File: src/rtl/alu_seq.sv
// Registered N-bit ALU with valid/ready intake: single-cycle logic/arith/shift ops
// and an N-iteration unsigned shift-add multiply, with carry/zero/negative/overflow flags.
module alu_seq #(
  parameter int N = 8
) (
  input  logic         clk,
  input  logic         rst_n,
  input  logic         in_valid,
  output logic         in_ready,
  input  logic [N-1:0] dataa,
  input  logic [N-1:0] datab,
  input  logic [3:0]   selop,
  output logic         out_valid,
  output logic [N-1:0] result,
  output logic         cout,
  output logic         zero,
  output logic         neg,
  output logic         ovf
);

  localparam int CW = (N > 2) ? $clog2(N) : 1;
  localparam logic [CW-1:0] LAST = CW'(N - 1);
  localparam logic [N:0] ONE = {{N{1'b0}}, 1'b1};

  typedef enum logic {IDLE, MUL} state_t;

  state_t          r_state;
  logic [CW-1:0]   r_cnt;
  logic [2*N-1:0]  r_acc;
  logic [2*N-1:0]  r_mcand;
  logic [N-1:0]    r_mplier;
  logic            r_valid;
  logic [N-1:0]    r_result;
  logic            r_cout;
  logic            r_zero;
  logic            r_neg;
  logic            r_ovf;

  logic [N:0]      w_sum;
  logic [N-1:0]    w_res;
  logic            w_cout;
  logic            w_ovf;
  logic [2*N-1:0]  w_acc_next;

  assign in_ready  = (r_state == IDLE);
  assign out_valid = r_valid;
  assign result    = r_result;
  assign cout      = r_cout;
  assign zero      = r_zero;
  assign neg       = r_neg;
  assign ovf       = r_ovf;

  assign w_acc_next = r_mplier[0] ? (r_acc + r_mcand) : r_acc;

  // Single-cycle opcode decode; opcode 12 is handled by the multiply sequencer.
  always_comb begin
    w_sum  = '0;
    w_res  = '0;
    w_cout = 1'b0;
    w_ovf  = 1'b0;
    case (selop)
      4'd0: w_res = datab;
      4'd1: w_res = ~datab;
      4'd2: w_res = dataa & datab;
      4'd3: w_res = dataa | datab;
      4'd4: w_res = dataa ^ datab;
      4'd5: begin
        w_sum  = {1'b0, dataa} + {1'b0, datab};
        w_res  = w_sum[N-1:0];
        w_cout = w_sum[N];
        w_ovf  = (dataa[N-1] == datab[N-1]) && (w_sum[N-1] != dataa[N-1]);
      end
      4'd6: begin
        w_sum  = {1'b0, datab} + ONE;
        w_res  = w_sum[N-1:0];
        w_cout = w_sum[N];
        w_ovf  = ~datab[N-1] & w_sum[N-1];
      end
      4'd7: begin
        w_sum  = {1'b0, ~datab} + ONE;
        w_res  = w_sum[N-1:0];
        w_cout = w_sum[N];
        w_ovf  = datab[N-1] & w_sum[N-1];
      end
      4'd8: begin
        w_sum  = {1'b0, dataa} + {1'b0, ~datab} + ONE;
        w_res  = w_sum[N-1:0];
        w_cout = w_sum[N];
        w_ovf  = (dataa[N-1] != datab[N-1]) && (w_sum[N-1] != dataa[N-1]);
      end
      4'd9: begin
        w_res  = {dataa[N-2:0], 1'b0};
        w_cout = dataa[N-1];
      end
      4'd10: begin
        w_res  = {1'b0, dataa[N-1:1]};
        w_cout = dataa[0];
      end
      4'd11: begin
        w_res  = {dataa[N-1], dataa[N-1:1]};
        w_cout = dataa[0];
      end
      4'd13: begin
        w_res  = {dataa[N-2:0], dataa[N-1]};
        w_cout = dataa[N-1];
      end
      4'd14: begin
        w_res  = {dataa[0], dataa[N-1:1]};
        w_cout = dataa[0];
      end
      4'd15: w_res = dataa;
      default: w_res = '0;
    endcase
  end

  always_ff @(posedge clk or negedge rst_n) begin
    if (!rst_n) begin
      r_state  <= IDLE;
      r_cnt    <= '0;
      r_acc    <= '0;
      r_mcand  <= '0;
      r_mplier <= '0;
      r_valid  <= 1'b0;
      r_result <= '0;
      r_cout   <= 1'b0;
      r_zero   <= 1'b0;
      r_neg    <= 1'b0;
      r_ovf    <= 1'b0;
    end else begin
      r_valid <= 1'b0;
      case (r_state)
        IDLE: begin
          if (in_valid) begin
            if (selop == 4'd12) begin
              r_state  <= MUL;
              r_acc    <= '0;
              r_mcand  <= {{N{1'b0}}, dataa};
              r_mplier <= datab;
              r_cnt    <= '0;
            end else begin
              r_result <= w_res;
              r_cout   <= w_cout;
              r_ovf    <= w_ovf;
              r_zero   <= (w_res == '0);
              r_neg    <= w_res[N-1];
              r_valid  <= 1'b1;
            end
          end
        end
        MUL: begin
          r_acc    <= w_acc_next;
          r_mcand  <= {r_mcand[2*N-2:0], 1'b0};
          r_mplier <= {1'b0, r_mplier[N-1:1]};
          r_cnt    <= r_cnt + CW'(1);
          // Last iteration: publish the low half straight from the adder output.
          if (r_cnt == LAST) begin
            r_state  <= IDLE;
            r_cnt    <= '0;
            r_result <= w_acc_next[N-1:0];
            r_cout   <= |w_acc_next[2*N-1:N];
            r_ovf    <= 1'b0;
            r_zero   <= (w_acc_next[N-1:0] == '0);
            r_neg    <= w_acc_next[N-1];
            r_valid  <= 1'b1;
          end
        end
        default: r_state <= IDLE;
      endcase
    end
  end

endmodule

File: config.mk
export PLATFORM = sky130hd
export DESIGN_NAME = alu_seq
export DESIGN_NICKNAME = d
export VERILOG_FILES = /design/src/rtl/alu_seq.sv
export SDC_FILE = /design/constraint.sdc
export NUM_CORES = 1
export LEC_CHECK = 0
export BUFFER_PORTS_ARGS = -buffer_cell sky130_fd_sc_hd__buf_2
export CAP_MARGIN = 20
export CORE_ASPECT_RATIO = 0.6
export CORE_MARGIN = 2
export CORE_UTILIZATION = 56
export DETAILED_ROUTE_END_ITERATION = 12
export PLACE_DENSITY = 0.76
export SLEW_MARGIN = 25
export SYNTH_ARGS = -nofsm -noshare
export SYNTH_HDL_FRONTEND = slang
export SYNTH_SLANG_ARGS = --single-unit
File: constraint.sdc
create_clock -name clk -period 2.7 [get_ports clk]
set_clock_uncertainty 0.05 [all_clocks]
set_input_delay 0.135 -clock clk [delete_from_list [all_inputs] [get_ports clk]]
set_output_delay 0.135 -clock clk [all_outputs]
set_load 0.005 [all_outputs]
* After elaboration in Yosys (flattened, before gate mapping)
Cells that the tools add are included.
** Storage, ports and cells
- Flip-flop bits (word level) :: 57
- Bits in latches :: 0
- Memory bits (writable) :: 0
- Memory bits (read-only) :: 0
- Bits of input ports :: 23
- Output and inout port bits :: 14
- Logic and storage cells :: 105
- Memories kept :: 0
** Cells by class
- $add $sub $neg :: 7
- Multiply operators :: 0
- Div/mod/pow operators :: 0
- Magnitude comparators :: 0
- Equality and inequality tests :: 24
- Shift-type cells :: 0
- Multiplexer cells :: 45
- Bitwise logic cells :: 8
- Reduce and logical (&&, ||, !) cells :: 10
** Operators by type and width (number)
- $pmux 8 s15 :: 1
- $mux 16 :: 5
- $pmux 16 s2 :: 2
- $mux 8 :: 5
- $eq 4x4->1 const B :: 8
- $pmux 8 s2 :: 2
- $add 8x1->9 const B :: 2
- $add 8x8->9 :: 2
- $mux 1 :: 18
- $add 16x16->16 :: 1
- $eq 4x3->1 const B :: 4
- $logic_not 8->1 :: 2
- $pmux 1 s2 :: 6
- $add 9x1->9 const B :: 1
- $mux 3 :: 3
- $and 8x8->8 :: 1
- $eq 4x2->1 const B :: 2
- $not 8->8 :: 1
- $or 8x8->8 :: 1
- $reduce_or 8->1 :: 1
- $xor 8x8->8 :: 1
- $pmux 1 s6 :: 1
- $pmux 3 s2 :: 1
- $eq 4x1->1 const B :: 1
- 15 further kinds :: 22

* Longest topological paths before layout
Gate-level depths: netlist of the first run.
- Depth after elaboration :: 9
- Mapped depth :: 12
- Mapped depth without buffers :: 12

* Worst setup path after synthesis of the first run
Ideal clock, no wire load.
- Path type :: register to register
- From :: register r_acc[0]
- To :: register r_cout, in the netlist cout
- Library setup time :: 0.134 ns
- Arrival :: 2.614 ns
- Data required time :: 2.516 ns
- Path slack :: -0.098 ns
- Cell stages (with the launch flop) :: 11
- Buffers on the path :: 0
- Period minus slack after synthesis :: 2.798 ns
- Cells stage by stage :: dfrtp_1 > ha_1 > fa_1 > a21o_2 > a2111o_1 > a311o_1 > xnor2_2 > o211ai_1 > nor4_1 > and4_1 > o22ai_1
** Between the ends
- Word-level cells in the longest chain between the ends :: 5
** RTL lines
- start: declaration :: RTL line 29 : logic [2*N-1:0] r_acc;
- start signal: assignment :: RTL line 151 : r_acc <= w_acc_next;
- $add 16x16->16 :: RTL line 53 : assign w_acc_next = r_mplier[0] ? (r_acc + r_mcand) : r_acc;
- $mux 16 :: RTL line 53
- $reduce_or 8->1 :: RTL line 160 : r_cout <= |w_acc_next[2*N-1:N];
- $mux 1 :: RTL line 156 : if (r_cnt == LAST) begin
- $pmux 1 s2 :: RTL line 131 : case (r_state)
- end signal: assignment :: RTL line 142 : r_cout <= w_cout;
- end signal: assignment :: RTL line 160
- end: declaration :: RTL line 34 : logic r_cout;
No other way between the ends. The select of a mux whose other input is x is not followed.
A chain may end at the register's enable or synchronous reset.

* Worst setup path after layout of the first run
- From :: register r_mcand[0]
- To :: register r_cout, in the netlist cout
** Between the ends
- Word-level cells in the longest chain between the ends :: 5
** RTL lines
- start: declaration :: RTL line 30 : logic [2*N-1:0] r_mcand;
- start signal: assignment :: RTL line 137 : r_mcand <= {{N{1'b0}}, dataa};
- start signal: assignment :: RTL line 152 : r_mcand <= {r_mcand[2*N-2:0], 1'b0};
- $add 16x16->16 :: RTL line 53
- $mux 16 :: RTL line 53
- $reduce_or 8->1 :: RTL line 160
- $mux 1 :: RTL line 156
- $pmux 1 s2 :: RTL line 131
No other way between the ends. The select of a mux whose other input is x is not followed.

==> metrics.cfg, run 1 <==
[place]
hpwl_um = 14700
portBuffers = 36
place_congestion = 1.02
pre_cts_ws_ps = -305

[sta]
slew_viol_final = 0
finalWorstSetupSlack_ps = -250
rsz0062_at_grt = yes
fmax_mhz = 339
relSlewSlack_pct = 51.2
setup_violations = 4
hold_violations = 0
tightest_slew_ps = 733
holdWs_ps = 142
period_share_pct = 109
min_period_ps = 2950

[pwr]
p_leak_uw = 0.00298
ir_worst_vdd_mv = 0.654
comb_power_share_pct = 55.1
p_sw_share_pct = 45.1
p_int_uw = 2630
switching_power_uw = 2160
p_seq_share_pct = 30.3
clkPwrFrac_pct = 14.6
pwr_density_cell_mw_per_mm2 = 742

[drt]
vias = 6091
vias_per_cell = 6.69
routedWlPerCell_um = 21.1
drt_wl_total_um = 19200
ant_nets = 0
firstDrtPassIters = 6
drc = 0
first_iter_violations = 992

[cts]
clk_path_buf_depth = 2
cts_buffers = 5
tritoncts = done
cts.sinks = 56
insertion_delay_ps = 310
cts_max_level = 2
clkTransAtPathRegs_ps = 80
root_buffer = clkbuf_16

[yosys]
syn_nets = 760
synth-warning-count = 0
synth_top_area_share_pct = 26.0
synth_edf_count = 0
postSynthCellCount = 689
synth_area_leader_cell = dfrtp_1
syn_area_mm2 = 0.00538
yosysSeqAreaShare_pct = 26.0
synthFlopType = dfrtp_1
synthArstFlopShare_pct = 100
avgSynthCellArea_um2 = 7.81
synth_cell_types = 77
ys_ff_latch = 56
synthTopCellsByArea = dfrtp_1, ha_1, nand2_1

[finish]
num-nets-final = 851
nFillCells = 750
regArea_mm2 = 0.00140
area_growth_pct = 20.1
layout-drive-gt1-share_pct = 22.2
antenna_cells = 0
mostFrequentLayoutCells = nand2_1, buf_4, dfrtp_1
multi_input_area_mm2 = 0.00373
layout.cells.most_common = nand2_1

[global_routing]
globalRouteTotalUtil_pct = 37.4
grt_max_degree = 72
grt_pass1_wl_um = 29600
antenna_found_initial = 0
overflow = 0
grt_pass1_vias = 5377

[run_status]
status = complete, but fails checks
violations = negative setup slack

[setup_path]
critical_path.max_fanout = 4
slowest_stage = a2111o_1
cp_cell_sequence = ha_2 -> fa_2 -> a21o_4 -> a2111o_1 -> and3_4 -> nor4_2 -> o31ai_2 -> nor4_2 -> and4_1 -> o22ai_1
cp-start-kind = flop
cp-end-kind = flop
critPathMostFrequentCell = nor4_2
required_ps = 2830
path_class = flop to flop
arrival_ps = 3080
slowest_delay_ps = 410

[floorplan]
rows = 27
start_util_pct = 58.1
io_pins = 37
die_h_um = 79.9
dieArea_mm2 = 0.0104
fp.dieW_um = 131
core_mm2 = 0.00926

[worst_hold_path]
hold_path.class = primary input to flop

[job]
drv_cap = 0

## worst paths after layout
path / startpoint / end / slack (ps) / depth (start not counted)
worst max-delay path: r_mcand[0]$_DFFE_PN0P_ / cout$_DFFE_PN0P_ / -250 / 10
worst min-delay path: in_valid / result[4]$_DFFE_PN0P_ / 140 / 3
worst max register to register: r_mcand[0]$_DFFE_PN0P_ / cout$_DFFE_PN0P_ / -250 / 10
worst min register to register: r_mplier[6]$_DFFE_PN0P_ / r_mplier[5]$_DFFE_PN0P_ / 440 / 2
max in group asynchronous: rst_n / r_mcand[11]$_DFFE_PN0P_ / 1490 / 3
min in group asynchronous: rst_n / r_acc[7]$_DFFE_PN0P_ / 380 / 2
## synthesized netlist by cell type (4+ instances only)
master,instances
a31oi_1,5
a22o_1,12
nand2_1,97
inv_1,27
and3_1,9
a21o_1,11
mux2_2,7
o211ai_1,6
clkbuf_1,28
a221o_1,5
nand3_1,23
nor4_1,4
buf_2,9
o22ai_1,15
nor2b_1,6
nor3_1,20
a22oi_1,4
ha_1,45
mux2i_1,12
o21bai_1,5
buf_1,5
a21oi_1,52
dfrtp_1,56
a211oi_1,7
nand4_1,9
nor2_1,52
xnor2_1,17
o21ai_0,54
a32oi_1,5
## state kept, by name (all words and copies together) (netlist names)
register and flops:
r_cnt 3, r_acc 16, r_state 1, zero 1, cout 1, r_mplier 8
r_mcand 16, result 8, ovf 1, out_valid 1
## logic make-up after synthesis
group / Yosys count / synth area share [%]
multiplexers: 20 / 4.12
AO/OA/AOI/OAI: 225 / 28.2
adder cells (fa/ha/maj): 48 / 11.6
AND/OR/NAND/NOR: 244 / 20.9
XOR/XNOR: 20 / 3.40
flip-flops: 56 / 26.0
buffers and inverters: 76 / 5.81
## repair_timing
| item | in CTS | in global routing |
|---|---|---|
| endpoints found under the setup margin | 3 | 6 |
| buffers inserted | 0 | 5 |
| pin swaps | 4 | 3 |
| resized for setup | 3 | 9 |
| endpoints found under the hold margin | 28 | 0 |
| hold buffers | 1 | 0 |
## metrics by stage
| step | cells | setup TNS, ps | cell area (um2) | power [uW] | utilization, % |
|---|---|---|---|---|---|
| after floorplan | 689 | -38.8 | 5390 | 2930 | - |
| after global placement | 897 | -429 | 6210 | 3820 | 67.1 |
| after detailed placement | 897 | -601 | 6210 | 3920 | 67.1 |
| after CTS | 906 | -415 | 6390 | 4650 | 69.0 |
| after global routing | 911 | -997 | 6460 | 5090 | 69.8 |
| final | 911 | -562 | 6460 | 4790 | 69.8 |
## cell type report
type,count,share of cell area (%)
Tap cell,130,2.52
Inverter,30,1.74
Timing Repair Buffer,130,13.9
Clock inverter,3,0.426
Multi-Input combinational cell,557,57.7
Clock buffer,5,1.94
Sequential cell,56,21.7
## critical path: cells and delay by family (launching register included)
family | cells | cell delay [ps]
AOI/OAI and AO/OA | 4 | 880
adders and majority gates | 2 | 570
DFF | 1 | 400
and+or+nand+nor | 4 | 940
## routing by layer
layer	part of all wire, %	track usage (%)	up-vias
met4	1.2	5.32	0
met2	38	49.0	467
met3	16	12.7	39
met1	46	59.1	2887
li1	-	-	2698
met5	0	0	-
## power by group through the flow
| stage | Sequential (uW) | Clock (uW) | Combinational, uW |
|---|---|---|---|
| finish | 1450 | 700 | 2640 |
| global route | 1480 | 736 | 2870 |
| global placement | 1420 | 0 | 2400 |
| CTS | 1430 | 703 | 2510 |
| detailed placement | 1450 | 0 | 2470 |
| floorplan | 1350 | 0 | 1580 |
(Power assumes the default switching activity.)
==> run 2, diff against run 1 <==
Settings changed: RECOVER_POWER from default to 100, SETUP_SLACK_MARGIN from default to 0.02.
==> run 2 against run 1 <==
- the run ends with max-capacitance violations, max-slew violations, negative setup slack left
- routed wire length grew 0.83%
- final cell count grew 0.44%
- design area grew 0.64%
- global-route usage is 0.52 points higher
- clock power about the same
- via count is 0.25% lower
- sequential power barely moved
- critical path type unchanged
- first-iteration DRC count fell by 2.1%
- register-to-register slack lost 140 ps
- fmax fell by 4.5%
==> metrics.cfg, run 2 (same netlist as run 1, synthesis figures left out) <==
[finish]
layout-drive-gt1-share_pct = 21.3
fin_cells = 915
num-nets-final = 855
reg_top3 = r_acc: 16 flops, r_mcand: 16 flops
antenna_cells = 0
fin_area_mm2 = 0.00650
layout.cells.most_common = nand2_1
area_growth_pct = 20.8
multi_input_area_mm2 = 0.00376
nFillCells = 759
regArea_mm2 = 0.00140
mostFrequentLayoutCells = nand2_1, buf_4, dfrtp_1

[cts]
cts.sinks = 56
root_buffer = clkbuf_16
cts_max_level = 2
cts_buffers = 5
clkTransAtPathRegs_ps = 80
tritoncts = done
clk_path_buf_depth = 2
insertion_delay_ps = 310

[sta]
setup_violations = 15
tightest_slew_ps = 1750
period_share_pct = 114
fmax_mhz = 324
finalWorstSetupSlack_ps = -387
rsz0062_at_grt = yes
relSlewSlack_pct = -16.8
hold_violations = 0
min_period_ps = 3090
finalSetupTns_ps = -1280
slew_viol_final = 31

[place]
place_area_mm2 = 0.00621
place_inst = 897
hpwl_um = 14700
portBuffers = 36
pre_cts_ws_ps = -305
place_congestion = 1.02

[setup_path]
critical_path.max_fanout = 2
r2r-start = r_mcand[0]$_DFFE_PN0P_
path_class = flop to flop
required_ps = 2830
rr_endpoint = cout$_DFFE_PN0P_
cp-start-kind = flop
reg2reg_slack_ps = -390
cp-end-kind = flop
rr_worst_depth = 10
arrival_ps = 3220

[worst_hold_path]
whs_path_depth = 3
hold_end = result[4]$_DFFE_PN0P_
hp-start = in_valid
hold_path.class = primary input to flop

[pwr]
power_uw = 4840
pwr_density_cell_mw_per_mm2 = 744
p_leak_uw = 0.00297
ir_worst_vdd_mv = 0.658

[drt]
wl_met3_um = 3020
routed-wl-met2_um = 7360
vias_per_cell = 6.64
met1Wirelength_um = 8730
vias = 6076
dr.max_layer_used = met4
drc = 0
firstDrtPassIters = 7
routedWlPerCell_um = 21.2
drt_wl_total_um = 19400
ant_nets = 0
first_iter_violations = 971

[run_status]
status = complete, but fails checks
violations = max-capacitance violations, max-slew violations, negative setup slack

[floorplan]
die_h_um = 79.9
core_mm2 = 0.00926
start_util_pct = 58.1
fp.dieW_um = 131
io_pins = 37
dieArea_mm2 = 0.0104
rows = 27

[job]
drv_cap = 1

[global_routing]
antenna_found_initial = 0
grt_pass1_vias = 5404
overflow = 0
grt_pass1_wl_um = 30000
globalRouteTotalUtil_pct = 38.0
grt_max_degree = 72

[run 2: final cells by class]
type                       count  share of cell area (%)
clock buffer                   5                    1.92
clock inverter                 3                   0.423
inverter                      30                    1.73
multi-input combinational    557                    57.9
sequential                    56                    21.6
tap                          130                    2.50
timing repair buffer         134                    13.9
[run 2: worst max-delay path, cell delays in order (launching register included)]
cell and delay, ps:
dfrtp_1 390, ha_2 210, fa_2 370, a21o_4 240, a2111o_1 410, a311o_1 350, xnor2_2 200, o211ai_1 150
nor4_2 240, and4_1 250, o22ai_1 90
[run 2: repair_timing]
action | 4_1_cts | 5_1_grt
pin swaps | 8 | 7
hold buffers | 1 | 0
gates resized for setup | 14 | 13
setup endpoints to repair | 5 | 7
endpoints found under the hold margin | 28 | 0
setup buffers | 5 | 6
[run 2: worst max-delay path by stage]
stage	start	endpoint	slack [ps]
after floorplan	r_mcand[0]$_DFFE_PN0P_	cout$_DFFE_PN0P_	-40
after global placement	r_mcand[0]$_DFFE_PN0P_	cout$_DFFE_PN0P_	-230
after detailed placement	r_mcand[0]$_DFFE_PN0P_	cout$_DFFE_PN0P_	-310
after CTS	r_mcand[0]$_DFFE_PN0P_	cout$_DFFE_PN0P_	-240
after global routing	r_mcand[0]$_DFFE_PN0P_	cout$_DFFE_PN0P_	-450
final	r_mcand[0]$_DFFE_PN0P_	cout$_DFFE_PN0P_	-390
[run 2: power breakdown]
part	internal, uW	total [uW]	switching [uW]
logic	1130	2680	1550
registers	1150	1450	306
clock network	354	700	346
total	2640	4840	2200
[run 2: through the flow]
stage | utilization (%) | hold slack [ps]
3_5_place_dp | 67.1 | 172
2_1_floorplan | - | -211
3_3_place_gp | 67.1 | 148
6_report | 70.2 | 150
5_1_grt | 70.2 | 163
4_1_cts | 69.9 | 122
[run 2: routing by layer]
metal  global-route usage [%]  vias to the layer above
met5                        0                        -
met4                     5.64                        0
met3                     12.1                       41
met2                     50.2                      458
met1                     60.0                     2864
li1                         -                     2713
==> run 3, diff against run 2 <==
Settings changed: CORE_UTILIZATION 56 to 40, PLACE_DENSITY 0.76 to 0.55.
Clock period 2.7 ns to 3.1 ns, I/O delays scaled along.
==> run 3 against run 2 <==
- the flow now finishes without violations
- flip-flop and latch count is the same
- final cell count decreased by 2.8%
- sequential share of layout area increased by 1.9 points
- clock-buffer cell count rose by 1
- critical endpoint unchanged
==> metrics.cfg, run 3 (same netlist as run 1, synthesis figures left out) <==
[cts]
root_buffer = clkbuf_16
clk_path_buf_depth = 2
cts.sinks = 56
tritoncts = done
cts_buffers = 5
insertion_delay_ps = 300
clkTransAtPathRegs_ps = 80
postCtsSetupRepairBufs = 0
cts_max_level = 2

[pwr]
pwr_density_cell_mw_per_mm2 = 643
p_leak_uw = 0.00263
ir_worst_vdd_mv = 0.319

[finish]
mostFrequentLayoutCells = nand2_1, dfrtp_1, o21ai_0
fin_cells = 889
nFillCells = 1328
antenna_cells = 0
regArea_mm2 = 0.00140
layout.cells.most_common = nand2_1
multi_input_area_mm2 = 0.00368
area_growth_pct = 10.9
reg_top3 = r_acc: 16 flops, r_mcand: 16 flops
layout-drive-gt1-share_pct = 12.4
num-nets-final = 790

[drt]
vias_per_cell = 6.15
vias = 5467
ant_nets = 0
drt_wl_total_um = 18100
routedWlPerCell_um = 20.4
first_iter_violations = 506
firstDrtPassIters = 4
drc = 0

[setup_path]
path_class = flop to flop
rr_endpoint = cout$_DFFE_PN0P_
crit_family = compound AO/OA/AOI/OAI gates
critical_path_cell_count = 10
required_ps = 3210
reg2reg_slack_ps = 200
r2r-start = r_acc[0]$_DFFE_PN0P_
cp_cell_sequence = ha_2 -> fa_2 -> a21o_2 -> a2111o_1 -> a311o_1 -> xnor2_2 -> o211ai_1 -> nor4_1 -> and4_1 -> o22ai_1
critPathLaunch = r_acc[0]$_DFFE_PN0P_
slowest_stage = dfrtp_1
crit_path_end = cout$_DFFE_PN0P_
worst-path-buf-inv = 0
slowest_delay_ps = 400
arrival_ps = 3010
critical_path.max_fanout = 4
cp-end-kind = flop
rr_worst_depth = 10
cp-start-kind = flop

[sta]
tightest_slew_ps = 1300
relSlewSlack_pct = 13.6
hold_violations = 0
fmax_mhz = 345
rsz0062_at_grt = no
min_period_ps = 2900
finalSetupTns_ps = 0
slew_viol_final = 0
period_share_pct = 93.4
setup_violations = 0

[global_routing]
grt_pass1_wl_um = 28800
antenna_found_initial = 0
overflow = 0
grt_max_degree = 48
grt_pass1_vias = 5011
globalRouteTotalUtil_pct = 25.7

[run_status]
status = completed

[floorplan]
fp.dieW_um = 154
io_pins = 37
dieArea_mm2 = 0.0144
core_mm2 = 0.0130
start_util_pct = 41.5
rows = 32
die_h_um = 93.8

[place]
place_inst = 881
portBuffers = 36
hpwl_um = 14100
place_congestion = 0.972

[job]
drv_cap = 0

[worst_hold_path]
hold_path.class = primary input to flop

==> run 3: cell types whose count changed in the layout (fill, tap and decap cells not counted), sizes merged <==
cell	change
bufinv	+1
inv	-1
clkinv	-1
clkinvlp	-1
buf	-60
clkbuf	-4
==> run 3: worst min-delay path by stage <==
stage,from,end,slack (ps),cells after the start
6_report,in_valid,result[4]$_DFFE_PN0P_,150,3
3_5_place_dp,rst_n,out_valid$_DFF_PN0_,160,1
2_1_floorplan,rst_n,cout$_DFFE_PN0P_,-190,0
3_3_place_gp,rst_n,result[7]$_DFFE_PN0P_,350,1
4_1_cts,in_valid,result[4]$_DFFE_PN0P_,150,3
5_1_grt,in_valid,result[4]$_DFFE_PN0P_,190,3
==> run 3: repair_timing <==
item / in CTS / in global routing
setup endpoints to repair: 0 / 1
endpoints found under the hold margin: 46 / 0
hold buffers: 1 / 0
resized for setup: 0 / 3
==> run 3: tightest hold or removal path, cell delays in order <==
cell and delay (ps):
buf_2 130, nand3_1 90, o21ai_0 80
==> run 3: cell type report <==
cell class	instances	share of cell area, %
well taps	170	3.56
flip-flops and latches	56	23.5
clock buffers	6	2.16
inverters	30	1.89
multi-input cells	557	61.6
repair buffers	69	6.77
clock inverters	1	0.503
==> run 3: layer usage <==
metal / share of wire (%) / wire length (um) / vias up / global-route usage (%)
li1: - / - / 2594 / -
met1: 52 / 9490 / 2606 / 41.7
met2: 35 / 6420 / 259 / 32.2
met3: 12 / 2170 / 8 / 9.23
met4: 0.25 / 46 / 0 / 2.60
met5: 0 / 0 / - / 0
==> run 3: through the flow <==
stage	hold WS, ps	utilization, %	cell area [um2]	total power [uW]	setup WS [ps]
after global routing	188	46.0	5970	4140	38.6
after global placement	348	44.9	5820	3140	91.0
after floorplan	-191	-	5380	2550	302
final	150	46.0	5970	3840	204
after detailed placement	159	44.9	5820	3170	75.7
after CTS	150	46.2	5990	3820	37.0
==> run 3: power by group <==
group	internal, uW	total [uW]	switching (uW)
registers	998	1280	283
clock network	378	644	265
logic	768	1910	1140
